--- src/rtl/spi_pkg.sv ---
// rtl/spi_pkg.sv - shared width and FSM state type for the SPI byte sequencer
package spi_pkg;

  localparam int DATA_W = 8;

  typedef enum logic [2:0] {
    ST_IDLE       = 3'd0,
    ST_LAUNCH     = 3'd1,
    ST_WAIT_START = 3'd2,
    ST_WAIT_DONE  = 3'd3,
    ST_CAPTURE    = 3'd4
  } state_e;

endpackage

--- src/rtl/sync_fifo.sv ---
// rtl/sync_fifo.sv - synchronous first-word-fall-through FIFO
// Ports: clk, rst (sync, active high); push/push_data/full on the write side;
//        pop/pop_data/empty on the read side. pop_data shows the head entry
//        and reads as zero while the FIFO is empty.
module sync_fifo #(
  parameter int WIDTH = 8,
  parameter int DEPTH = 8
) (
  input  logic             clk,
  input  logic             rst,
  input  logic             push,
  input  logic [WIDTH-1:0] push_data,
  output logic             full,
  input  logic             pop,
  output logic [WIDTH-1:0] pop_data,
  output logic             empty
);

  localparam int PTR_W = $clog2(DEPTH);
  localparam int CNT_W = PTR_W + 1;

  logic [WIDTH-1:0] mem_q [DEPTH];
  logic [PTR_W-1:0] wr_ptr_q, wr_ptr_d;
  logic [PTR_W-1:0] rd_ptr_q, rd_ptr_d;
  logic [CNT_W-1:0] count_q, count_d;
  logic             push_ok;
  logic             pop_ok;

  // A push into a full FIFO and a pop from an empty one are dropped; the
  // full flag is taken before any same-cycle pop.
  assign push_ok  = push && !full;
  assign pop_ok   = pop && !empty;
  assign full     = (count_q == CNT_W'(DEPTH));
  assign empty    = (count_q == '0);
  assign pop_data = empty ? '0 : mem_q[rd_ptr_q];

  always_comb begin
    wr_ptr_d = wr_ptr_q;
    rd_ptr_d = rd_ptr_q;
    count_d  = count_q;
    // DEPTH is a power of two, so the pointers wrap on natural overflow.
    if (push_ok) wr_ptr_d = wr_ptr_q + 1'b1;
    if (pop_ok)  rd_ptr_d = rd_ptr_q + 1'b1;
    case ({push_ok, pop_ok})
      2'b10:   count_d = count_q + 1'b1;
      2'b01:   count_d = count_q - 1'b1;
      default: count_d = count_q;
    endcase
  end

  always_ff @(posedge clk) begin
    if (rst) begin
      wr_ptr_q <= '0;
      rd_ptr_q <= '0;
      count_q  <= '0;
    end else begin
      wr_ptr_q <= wr_ptr_d;
      rd_ptr_q <= rd_ptr_d;
      count_q  <= count_d;
    end
  end

  always_ff @(posedge clk) begin
    if (push_ok) mem_q[wr_ptr_q] <= push_data;
  end

endmodule

--- src/rtl/spi_byte_sequencer.sv ---
// rtl/spi_byte_sequencer.sv - feeds host bytes to an SPI master and collects replies
// Ports: clk, rst (sync, active high)
//        tx_data/tx_valid/tx_ready : host bytes into the TX FIFO
//        rx_data/rx_valid/rx_ready : replies out of the RX FIFO
//        m_in_data/m_wr/m_rd       : strobes and data towards the SPI master
//        m_out_data/m_cs           : reply byte and active-low busy from the master
//        err                       : sticky start timeout, busy : FSM not idle
module spi_byte_sequencer
  import spi_pkg::*;
#(
  parameter int DEPTH   = 8,
  parameter int TIMEOUT = 255
) (
  input  logic              clk,
  input  logic              rst,
  input  logic [DATA_W-1:0] tx_data,
  input  logic              tx_valid,
  output logic              tx_ready,
  output logic [DATA_W-1:0] rx_data,
  output logic              rx_valid,
  input  logic              rx_ready,
  output logic [DATA_W-1:0] m_in_data,
  output logic              m_wr,
  output logic              m_rd,
  input  logic [DATA_W-1:0] m_out_data,
  input  logic              m_cs,
  output logic              err,
  output logic              busy
);

  localparam int CNT_W = $clog2(TIMEOUT + 1);

  state_e            state_q, state_d;
  logic [CNT_W-1:0]  cnt_q, cnt_d;
  logic              err_q, err_d;
  logic [DATA_W-1:0] m_in_data_q, m_in_data_d;

  logic [DATA_W-1:0] tx_head;
  logic              tx_full, tx_empty, tx_pop;
  logic              rx_full, rx_empty, rx_push;

  sync_fifo #(.WIDTH(DATA_W), .DEPTH(DEPTH)) u_tx_fifo (
    .clk       (clk),
    .rst       (rst),
    .push      (tx_valid),
    .push_data (tx_data),
    .full      (tx_full),
    .pop       (tx_pop),
    .pop_data  (tx_head),
    .empty     (tx_empty)
  );

  sync_fifo #(.WIDTH(DATA_W), .DEPTH(DEPTH)) u_rx_fifo (
    .clk       (clk),
    .rst       (rst),
    .push      (rx_push),
    .push_data (m_out_data),
    .full      (rx_full),
    .pop       (rx_ready),
    .pop_data  (rx_data),
    .empty     (rx_empty)
  );

  assign tx_ready  = !tx_full;
  assign rx_valid  = !rx_empty;
  assign m_in_data = m_in_data_q;
  assign err       = err_q;
  assign busy      = (state_q != ST_IDLE);

  always_comb begin
    state_d     = state_q;
    cnt_d       = cnt_q;
    err_d       = err_q;
    m_in_data_d = m_in_data_q;
    tx_pop      = 1'b0;
    rx_push     = 1'b0;
    m_wr        = 1'b0;
    m_rd        = 1'b0;
    case (state_q)
      ST_IDLE: begin
        // Only start when the reply is guaranteed a slot in the RX FIFO.
        // The RX count cannot grow again before CAPTURE since only this
        // FSM pushes it.
        if (!tx_empty && !rx_full) begin
          state_d     = ST_LAUNCH;
          m_in_data_d = tx_head;
        end
      end
      ST_LAUNCH: begin
        m_wr    = 1'b1;
        tx_pop  = 1'b1;
        cnt_d   = '0;
        state_d = ST_WAIT_START;
      end
      ST_WAIT_START: begin
        // Counter starts at 0 on the first wait cycle, so the timeout lands
        // on the TIMEOUT-th wait cycle and err is visible one cycle later.
        if (!m_cs) begin
          state_d = ST_WAIT_DONE;
        end else if (cnt_q == CNT_W'(TIMEOUT - 1)) begin
          err_d   = 1'b1;
          state_d = ST_IDLE;
        end else begin
          cnt_d = cnt_q + 1'b1;
        end
      end
      ST_WAIT_DONE: begin
        if (m_cs) state_d = ST_CAPTURE;
      end
      ST_CAPTURE: begin
        m_rd    = 1'b1;
        rx_push = 1'b1;
        state_d = ST_IDLE;
      end
      default: state_d = ST_IDLE;
    endcase
  end

  always_ff @(posedge clk) begin
    if (rst) begin
      state_q     <= ST_IDLE;
      cnt_q       <= '0;
      err_q       <= 1'b0;
      m_in_data_q <= '0;
    end else begin
      state_q     <= state_d;
      cnt_q       <= cnt_d;
      err_q       <= err_d;
      m_in_data_q <= m_in_data_d;
    end
  end

endmodule
--- config.mk ---
export PLATFORM = sky130hd
export DESIGN_NAME = spi_byte_sequencer
export DESIGN_NICKNAME = d
export VERILOG_FILES = /design/src/rtl/spi_pkg.sv /design/src/rtl/sync_fifo.sv /design/src/rtl/spi_byte_sequencer.sv
export SDC_FILE = /design/constraint.sdc
export NUM_CORES = 1
export LEC_CHECK = 0
export BUFFER_PORTS_ARGS = -buffer_cell sky130_fd_sc_hd__buf_4
export CAP_MARGIN = 20
export CORE_UTILIZATION = 30
export DETAILED_ROUTE_END_ITERATION = 8
export REMOVE_ABC_BUFFERS = 1
export SLEW_MARGIN = 20
export SYNTH_ARGS = -nofsm -noshare
export SYNTH_HDL_FRONTEND = slang
export SYNTH_SLANG_ARGS = --single-unit
--- constraint.sdc ---
create_clock -name clk -period 5.7 [get_ports clk]
set_input_delay 1.14 -clock clk [delete_from_list [all_inputs] [get_ports clk]]
set_output_delay 1.14 -clock clk [all_outputs]
set_load 0.02 [all_outputs]
Yosys cells after proc, flatten, opt, wreduce, memory -nomap -nowiden. Memory sizes are Yosys's and may differ from the RTL's. A register that Yosys moved wholly into a read port is not among the register bits. Index checks and enable logic that the tools add are counted.

Add/sub/neg operators: 9. Eq/ne operators: 16. Mux-type cells: 19. Reduce and logical (&&, ||, !) cells: 20.

Operator list (count): $mux W8 (3); $mux W3 (6); $pmux W4 S2 (2); $pmux W8 S2 (1); $add A3 B1 Y3 const B (4); $pmux W3 S4 (1); $reduce_and A3 Y1 (3); $add A4 B1 Y4 const B (2); $add A8 B1 Y8 const B (1); $eq A4 B4 Y1 const B (2); $eq A8 B8 Y1 const B (1); $logic_not A4 Y1 (2); $ne A2 B2 Y1 const B (4); $sub A4 B1 Y4 const B (2); $eq A3 B2 Y1 const B (2); $mux W1 (6); $reduce_bool A2 Y1 (3); $logic_and A1 B1 Y1 (5); $eq A2 B1 Y1 const B (2); $eq A2 B2 Y1 const B (2); $logic_not A1 Y1 (4); $eq A3 B1 Y1 const B (1); $eq A3 B3 Y1 const B (1); $logic_not A3 Y1 (1); other kinds (3) (3).

Register bits: 32. Bits in writable memories: 128. Bits of input ports: 21. Output and inout port bits: 22. Logic and storage cells: 75. Memories: 2.

Memory list: u_rx_fifo.mem_q (depth 8, width 8, rd ports 1, clocked after Yosys merged registers in 1, write ports 1, line sync_fifo.sv:22) `logic [WIDTH-1:0] mem_q [DEPTH];`; u_tx_fifo.mem_q (depth 8, width 8, rd ports 1, clocked after Yosys merged registers in 1, write ports 1, line sync_fifo.sv:22).

Logic depth before layout (Yosys ltp). Gate-level depths: netlist of run 1.

Depth in word-level cells: 5. Depth in mapped cells: 12.

By module. From an unflattened synthesis of run 1, not the netlist that was laid out.

Cells, all modules: 460. Area, all modules: 7235.7 sq um.

Modules (own cells, without submodules): sync_fifo (times used 2, cells each 175, area an instance 3125.5 sq um); spi_byte_sequencer (times used 1, cells each 110, area an instance 984.7 sq um).

Least setup slack after synthesis of run 1. No wires, ideal clock.

Kind: register to output. Start point: reg (tool-made name). End point: out rx_data[2]. Data arrival time: 1577 ps. Slack: 2983 ps. Stages on the path, launching flop included: 6. Path buffers: 2. Cell sequence: dfxtp_1 buf_2 buf_2 mux4_2 mux2i_1 nor2_1.

RTL lines: end: declaration (line spi_byte_sequencer.sv:19) `output logic [DATA_W-1:0] rx_data,`.

==> results of run 1 <==
==> sequential cells by signal (all words and copies together), names as in the netlist, named ones only <==
| name | cells |
|---|---|
| u_rx_fifo.wr_ptr_q | 3 |
| u_tx_fifo.mem_q | 64 |
| err | 1 |
| u_rx_fifo.mem_q | 64 |
| u_tx_fifo.wr_ptr_q | 3 |
| state_q | 3 |
| u_tx_fifo.count_q | 4 |
| u_rx_fifo.rd_ptr_q | 3 |
| cnt_q | 8 |
| m_in_data | 8 |
| u_tx_fifo.rd_ptr_q | 3 |
| u_rx_fifo.count_q | 4 |
==> final timing paths <==
check / from / end / cells after the start
setup / recovery: register / rx_data[4] / 4
hold / removal: err / err / 2
setup reg to reg: u_rx_fifo.count_q[0] / u_rx_fifo.count_q[2] / 10
hold reg to reg: err / err / 2
==> metal layers <==
metal  share of wire  up-vias  GRT usage
met4           0.016        0     0.0500
met1            0.44     1906      0.135
li1                -     1780          -
met5               0        -          0
met2            0.51       71      0.199
met3           0.032       15     0.0294
==> synth_stat cells, types with 2 or more instances <==
| cell | count | area share |
|---|---|---|
| nor3b_1 | 2 | 0.0021 |
| buf_2 | 7 | 0.0050 |
| mux2_2 | 9 | 0.014 |
| nand4b_1 | 2 | 0.0025 |
| mux4_1 | 9 | 0.034 |
| a211o_1 | 2 | 0.0025 |
| or4_1 | 2 | 0.0021 |
| mux4_2 | 23 | 0.074 |
| nand3_1 | 12 | 0.0086 |
| clkbuf_1 | 10 | 0.0054 |
| nand4_1 | 2 | 0.0018 |
| ha_1 | 12 | 0.021 |
| xnor2_1 | 2 | 0.0025 |
| nor4bb_1 | 2 | 0.0029 |
| nand2_1 | 19 | 0.010 |
| inv_1 | 5 | 0.0027 |
| dfxtp_1 | 43 | 0.12 |
| nor4b_1 | 3 | 0.0038 |
| a21oi_1 | 11 | 0.0079 |
| a22o_1 | 8 | 0.010 |
| xor2_1 | 11 | 0.014 |
| o211ai_1 | 3 | 0.0032 |
| or3_1 | 4 | 0.0036 |
| buf_6 | 2 | 0.0032 |
| nor3_1 | 8 | 0.0057 |
| nand2b_1 | 6 | 0.0054 |
| edfxtp_1 | 128 | 0.55 |
| and2_1 | 3 | 0.0027 |
| nor2_1 | 41 | 0.022 |
| o31ai_1 | 2 | 0.0021 |
| nor2b_1 | 3 | 0.0027 |
| o21ai_0 | 7 | 0.0050 |
| mux2i_1 | 12 | 0.017 |
==> cells by family after synthesis <==
kind of cell,Yosys count
multiplexers,53
flip-flops,171
XOR/XNOR,13
AO/OA/AOI/OAI,40
adder cells (fa/ha/maj),12
buffers and inverters,28
AND/OR/NAND/NOR,118
==> through the flow <==
step / utilization / setup WS [ns] / hold WS, ns / instance area, um^2
2_1_floorplan: - / 2.87 / 0.438 / 6880
3_3_place_gp: 0.334 / 2.51 / 0.454 / 7620
3_5_place_dp: 0.334 / 2.48 / 0.467 / 7620
4_1_cts: 0.360 / 2.01 / 0.485 / 8210
5_1_grt: 0.360 / 2.30 / 0.525 / 8210
6_report: 0.360 / 2.45 / 0.479 / 8210
==> final cells by class <==
type                       instances  share of cell area
sequential                       171               0.573
clock buffer                      17              0.0518
inverter                           6             0.00274
tap                              313              0.0477
clock inverter                    15              0.0201
timing repair buffer              44              0.0402
multi-input combinational        236               0.264
==> worst max-delay path, delay by kind of cell (launching register included) <==
| family | cells | cell delay [ns] |
|---|---|---|
| muxes | 2 | 0.71 |
| DFF | 1 | 0.69 |
| and+or+nand+nor | 1 | 0.08 |
| buffers and inverters | 1 | 0.20 |
==> power groups by stage <==
stage	logic [mW]	registers, mW	clock network, mW
2_1_floorplan	0.200	1.50	0
3_3_place_gp	0.361	1.48	0
3_5_place_dp	0.371	1.49	0
4_1_cts	0.373	1.46	1.16
5_1_grt	0.398	1.47	1.21
6_report	0.368	1.46	1.14
==> metrics.md, run 1 <==
| Metric | Value |
|---|---|
| Outcome | `completed` |
| Combinational Power Share | `0.124` |
| Detail Placement HPWL | `8380 um` |
| Kind of critical path | `register to primary output` |
| VDD IR max | `0.182 mV` |
| Commonest non-fill, non-tap cell in the layout | `edfxtp_1` |
| Syn-to-layout area delta | `17.2%` |
| Final WL | `13000 um` |
| Worst EP required | `4.56 ns` |
| Clk pwr share | `0.383` |
| Post-synth EDFFs | `128` |
| Reg area | `0.00471 mm^2` |
| Share of cells above drive strength 1 | `0.247` |
| CTS Sinks | `171` |
| Pre-antenna DRT Iters | `4` |
| Yosys warnings | `0` |
| Final setup viols | `0` |
| Crit path launch type | `register` |
| Initial Utilization | `0.307` |
| Detailed router's first-iteration violation count | `216` |
| Lkg Pwr | `2.73 nW` |
| Yosys reg bits | `171` |
| Hold Buf Count CTS | `0` |
| Filler cell count | `2136` |
| Compound-Gate Fraction of Synth Area | `0.0406` |
| Root buf cell | `clkbuf_16` |
| Crit-path cells | `mux4_2, mux2i_1, nor2_1, buf_4` |
| Via count | `3772` |
| CTS resizes | `0` |
| Adder-Cell Fraction of Synth Area | `0.0214` |
| Vias in the first global route | `3885` |
| Crit path arrival time | `2.11 ns` |
| Mean Syn Cell Area | `16.1 um^2` |
| Int Power | `2.15 mW` |
| Reg clk slew, reported paths | `0.07 ns` |
| Mux share of post-synthesis cell area | `0.139` |
| CP max FO | `16` |
| Async SR Flop Fraction | `0` |
| Unrepaired setup endpoints after global routing | `false` |
| Post-synthesis simple-gate area fraction | `0.0897` |
| Clock Skew | `0.00864 ns` |
| Fin Setup TNS | `0 ns` |
| Final period util | `0.570` |
| Headroom to the max-slew limit | `0.321` |
| Cell Rows | `55` |
| CTS tree | `built` |
| Die height | `155 um` |
| Fin cells | `802` |
| Reg-to-reg slack, setup | `2.89 ns` |
| Die X | `155 um` |
| Switching share of power | `0.273` |
| Vias/cell | `4.70` |
| Routability cong. | `0.758` |
| I/O Buffers | `42` |
| Placed Instances | `770` |
| Antenna Nets Post-Route | `0` |
| Worst-Skew Late Latency | `0.43 ns` |
| Final Max Tran Viols | `0` |
| Core region area | `0.0228 mm^2` |
| Net Switching | `0.808 mW` |
| Min Tclk post-route | `3.25 ns` |
| Largest family of logic cells by synthesized area | `multiplexers` |
| Largest net degree at the start of global routing | `38` |
| Post-Synth XOR/XNOR Area | `0.0163` |
| H-tree levels | `4` |
| Register area share after synthesis | `0.672` |
| Final hold violation count | `0` |
| Number of top-level pins | `43` |
| Crit. End Element | `primary output` |
| Critical Path Max Stage Delay | `0.69 ns` |
| Total of max-cap violations | `0` |
| CP max-delay cell | `dfxtp_2` |
| GR Util All Layers | `0.115` |
| Worst slew pin tran | `1.02 ns` |
| Antenna violations before repair | `0` |
| First-pass GRT wire length | `20600 um` |
| Final nets | `509` |
| Multi-input gate area | `0.00217 mm^2` |
| Cts bufs inserted | `17` |
| PwrDens | `361 mW/mm^2` |
| Yosys cell types | `53` |
| Setup bufs post-CTS | `0` |
| Ant. Diodes | `0` |
| Remaining DRCs | `0` |
| Ys flop type | `edfxtp_1` |
| Leading cell types in the layout, fill and taps excluded | `edfxtp_1 (128), buf_4 (44), nor2_1 (41), dfxtp_1 (41), mux4_2 (23)` |
| Hold Crit Class | `register to register` |
| Clock Path Buffers | `2` |
| Highest Clock Rate | `0.308 GHz` |
| Power consumption | `2.96 mW` |
| Register share of total power | `0.492` |
| Remaining global-route overflow | `0` |
| WL/cell | `16.2 um` |
| Mapped Cells | `435` |
| Full die area | `0.0240 mm^2` |
| Mapped Area | `0.00700 mm^2` |
Note: power is estimated with default switching activity, not from simulation.
==> inputs of run 2 (changes only) <==
==> constraint.sdc (replaced) <==
create_clock -name clk -period 3.2 [get_ports clk]
set_input_delay 0.64 -clock clk [delete_from_list [all_inputs] [get_ports clk]]
set_output_delay 0.64 -clock clk [all_outputs]
set_load 0.02 [all_outputs]
==> run 2 against run 1 <==
Against the previous run:
- global-route usage rose by 0.33 points
- clock skew about the same
- critical path depth rose by 6
- sequential power is 77% higher
- register-to-register slack lost 2.4 ns
- largest cell class unchanged
==> metrics.md, run 2 (synthesized netlist as in run 1, its figures left out) <==
| Metric | Value |
|---|---|
| Worst slew pin tran | `0.807 ns` |
| Reg clk slew, reported paths | `0.07 ns` |
| Die X | `155 um` |
| Unrepaired setup endpoints after global routing | `false` |
| First-pass GRT wire length | `21100 um` |
| Kind of critical path | `register to register` |
| Antenna violations before repair | `0` |
| Final setup viols | `0` |
| Setup bufs post-CTS | `0` |
| VDD IR max | `0.392 mV` |
| Final Max Tran Viols | `0` |
| Hold Buf Count CTS | `0` |
| Share of cells above drive strength 1 | `0.263` |
| CTS Sinks | `171` |
| Min Tclk post-route | `2.68 ns` |
| Detailed router's first-iteration violation count | `253` |
| Headroom to the max-slew limit | `0.461` |
| Largest registers | `u_rx_fifo.mem_q (64), u_tx_fifo.mem_q (64)` |
| Worst EP required | `3.55 ns` |
| Routability cong. | `0.776` |
| GR Util All Layers | `0.119` |
| Leading cell types in the layout, fill and taps excluded | `edfxtp_1 (128), buf_4 (64), dfxtp_1 (43), nor2_1 (41), mux4_2 (23)` |
| Core region area | `0.0228 mm^2` |
| Remaining DRCs | `0` |
| Detail Placement HPWL | `8750 um` |
| Fin Setup TNS | `0 ns` |
| Cell Rows | `55` |
| Crit path launch type | `register` |
| Lkg Pwr | `2.83 nW` |
| Largest net degree at the start of global routing | `38` |
| Crit path arrival time | `3.03 ns` |
| Initial Utilization | `0.307` |
| Vias in the first global route | `4033` |
| Via count | `3851` |
| Die height | `155 um` |
| CTS tree | `built` |
| Cts bufs inserted | `17` |
| Worst-Skew Late Latency | `0.42 ns` |
| Final period util | `0.837` |
| Syn-to-layout area delta | `19.4%` |
| Outcome | `completed` |
| Ant. Diodes | `0` |
| CP max FO | `6` |
| Pre-antenna DRT Iters | `4` |
| Highest Clock Rate | `0.373 GHz` |
| Final hold violation count | `0` |
| Full die area | `0.0240 mm^2` |
| Antenna Nets Post-Route | `0` |
| Fin util | `0.367` |
| Root buf cell | `clkbuf_16` |
| Clock Path Buffers | `2` |
| H-tree levels | `4` |
| Hold Crit Class | `primary input to register` |
| Remaining global-route overflow | `0` |
| Final WL | `13400 um` |
| PwrDens | `645 mW/mm^2` |
| Final nets | `529` |
| CTS resizes | `0` |
| I/O Buffers | `42` |
| WL/cell | `16.3 um` |
| Vias/cell | `4.68` |
| Power consumption | `5.39 mW` |
| Crit. End Element | `register` |
| Total of max-cap violations | `0` |
| Number of top-level pins | `43` |
| Clock Skew | `0.00851 ns` |
| Commonest non-fill, non-tap cell in the layout | `edfxtp_1` |
[run 2: cell count changes in the layout (fill, tap and decap cells not counted), moves of 3 or more]
cell,change
nor3_1,+3
bufinv_16,+3
buf_4,+20
nor3_2,-3
inv_8,-7
inv_6,+5
[run 2: worst max-delay path, cell delays in order (launching register included)]
cell	delay, ns
dfxtp_1	0.39
or4b_4	0.59
and2_1	0.21
inv_1	0.13
ha_1	0.28
xor2_1	0.19
ha_1	0.17
a21oi_1	0.05
xor2_1	0.16
or3_1	0.31
a21oi_1	0.14
[run 2: cell type report]
class	instances	area (um^2)
Tap cell	313	392
Inverter	6	22.5
Sequential cell	171	4700
Clock inverter	15	186
Fill cell	2132	14400
Timing Repair Buffer	64	480
Multi-Input combinational cell	236	2150
Clock buffer	17	425
[run 2: final timing paths]
kind / from / endpoint / slack, ns / depth (start not counted)
worst max-delay path: u_rx_fifo.count_q[0] / u_rx_fifo.count_q[2] / 0.52 / 10
worst min-delay path: m_out_data[6] / u_rx_fifo.mem_q[5][6] / 0.45 / 1
worst max register to register: u_rx_fifo.count_q[0] / u_rx_fifo.count_q[2] / 0.52 / 10
worst min register to register: cnt_q[7] / cnt_q[7] / 0.48 / 1
[run 2: per-layer routing]
metal / share of wire / global-route usage / vias to the layer above / wire length, um
met5: 0 / 0 / - / 0
met4: 0.017 / 0.0481 / 0 / 229
met3: 0.037 / 0.0378 / 19 / 500
met2: 0.52 / 0.208 / 72 / 6900
met1: 0.43 / 0.133 / 1938 / 5750
li1: - / - / 1822 / -
[run 2: where the power goes]
part	internal, mW	switching [mW]
sequential	2.49	0.106
combinational	0.305	0.372
clock	1.25	0.877
total	4.04	1.36
[run 2: per-stage QoR]
step                instance area, um^2  setup slack (ns)  instances  hold slack (ns)
floorplan                          6880             0.519        413            0.438
global placement                   7750             0.636        790            0.457
detailed placement                 7750             0.550        790            0.466
CTS                                8360             0.492        822            0.424
global route                       8360             0.374        822            0.430
finish                             8360             0.520        822            0.446
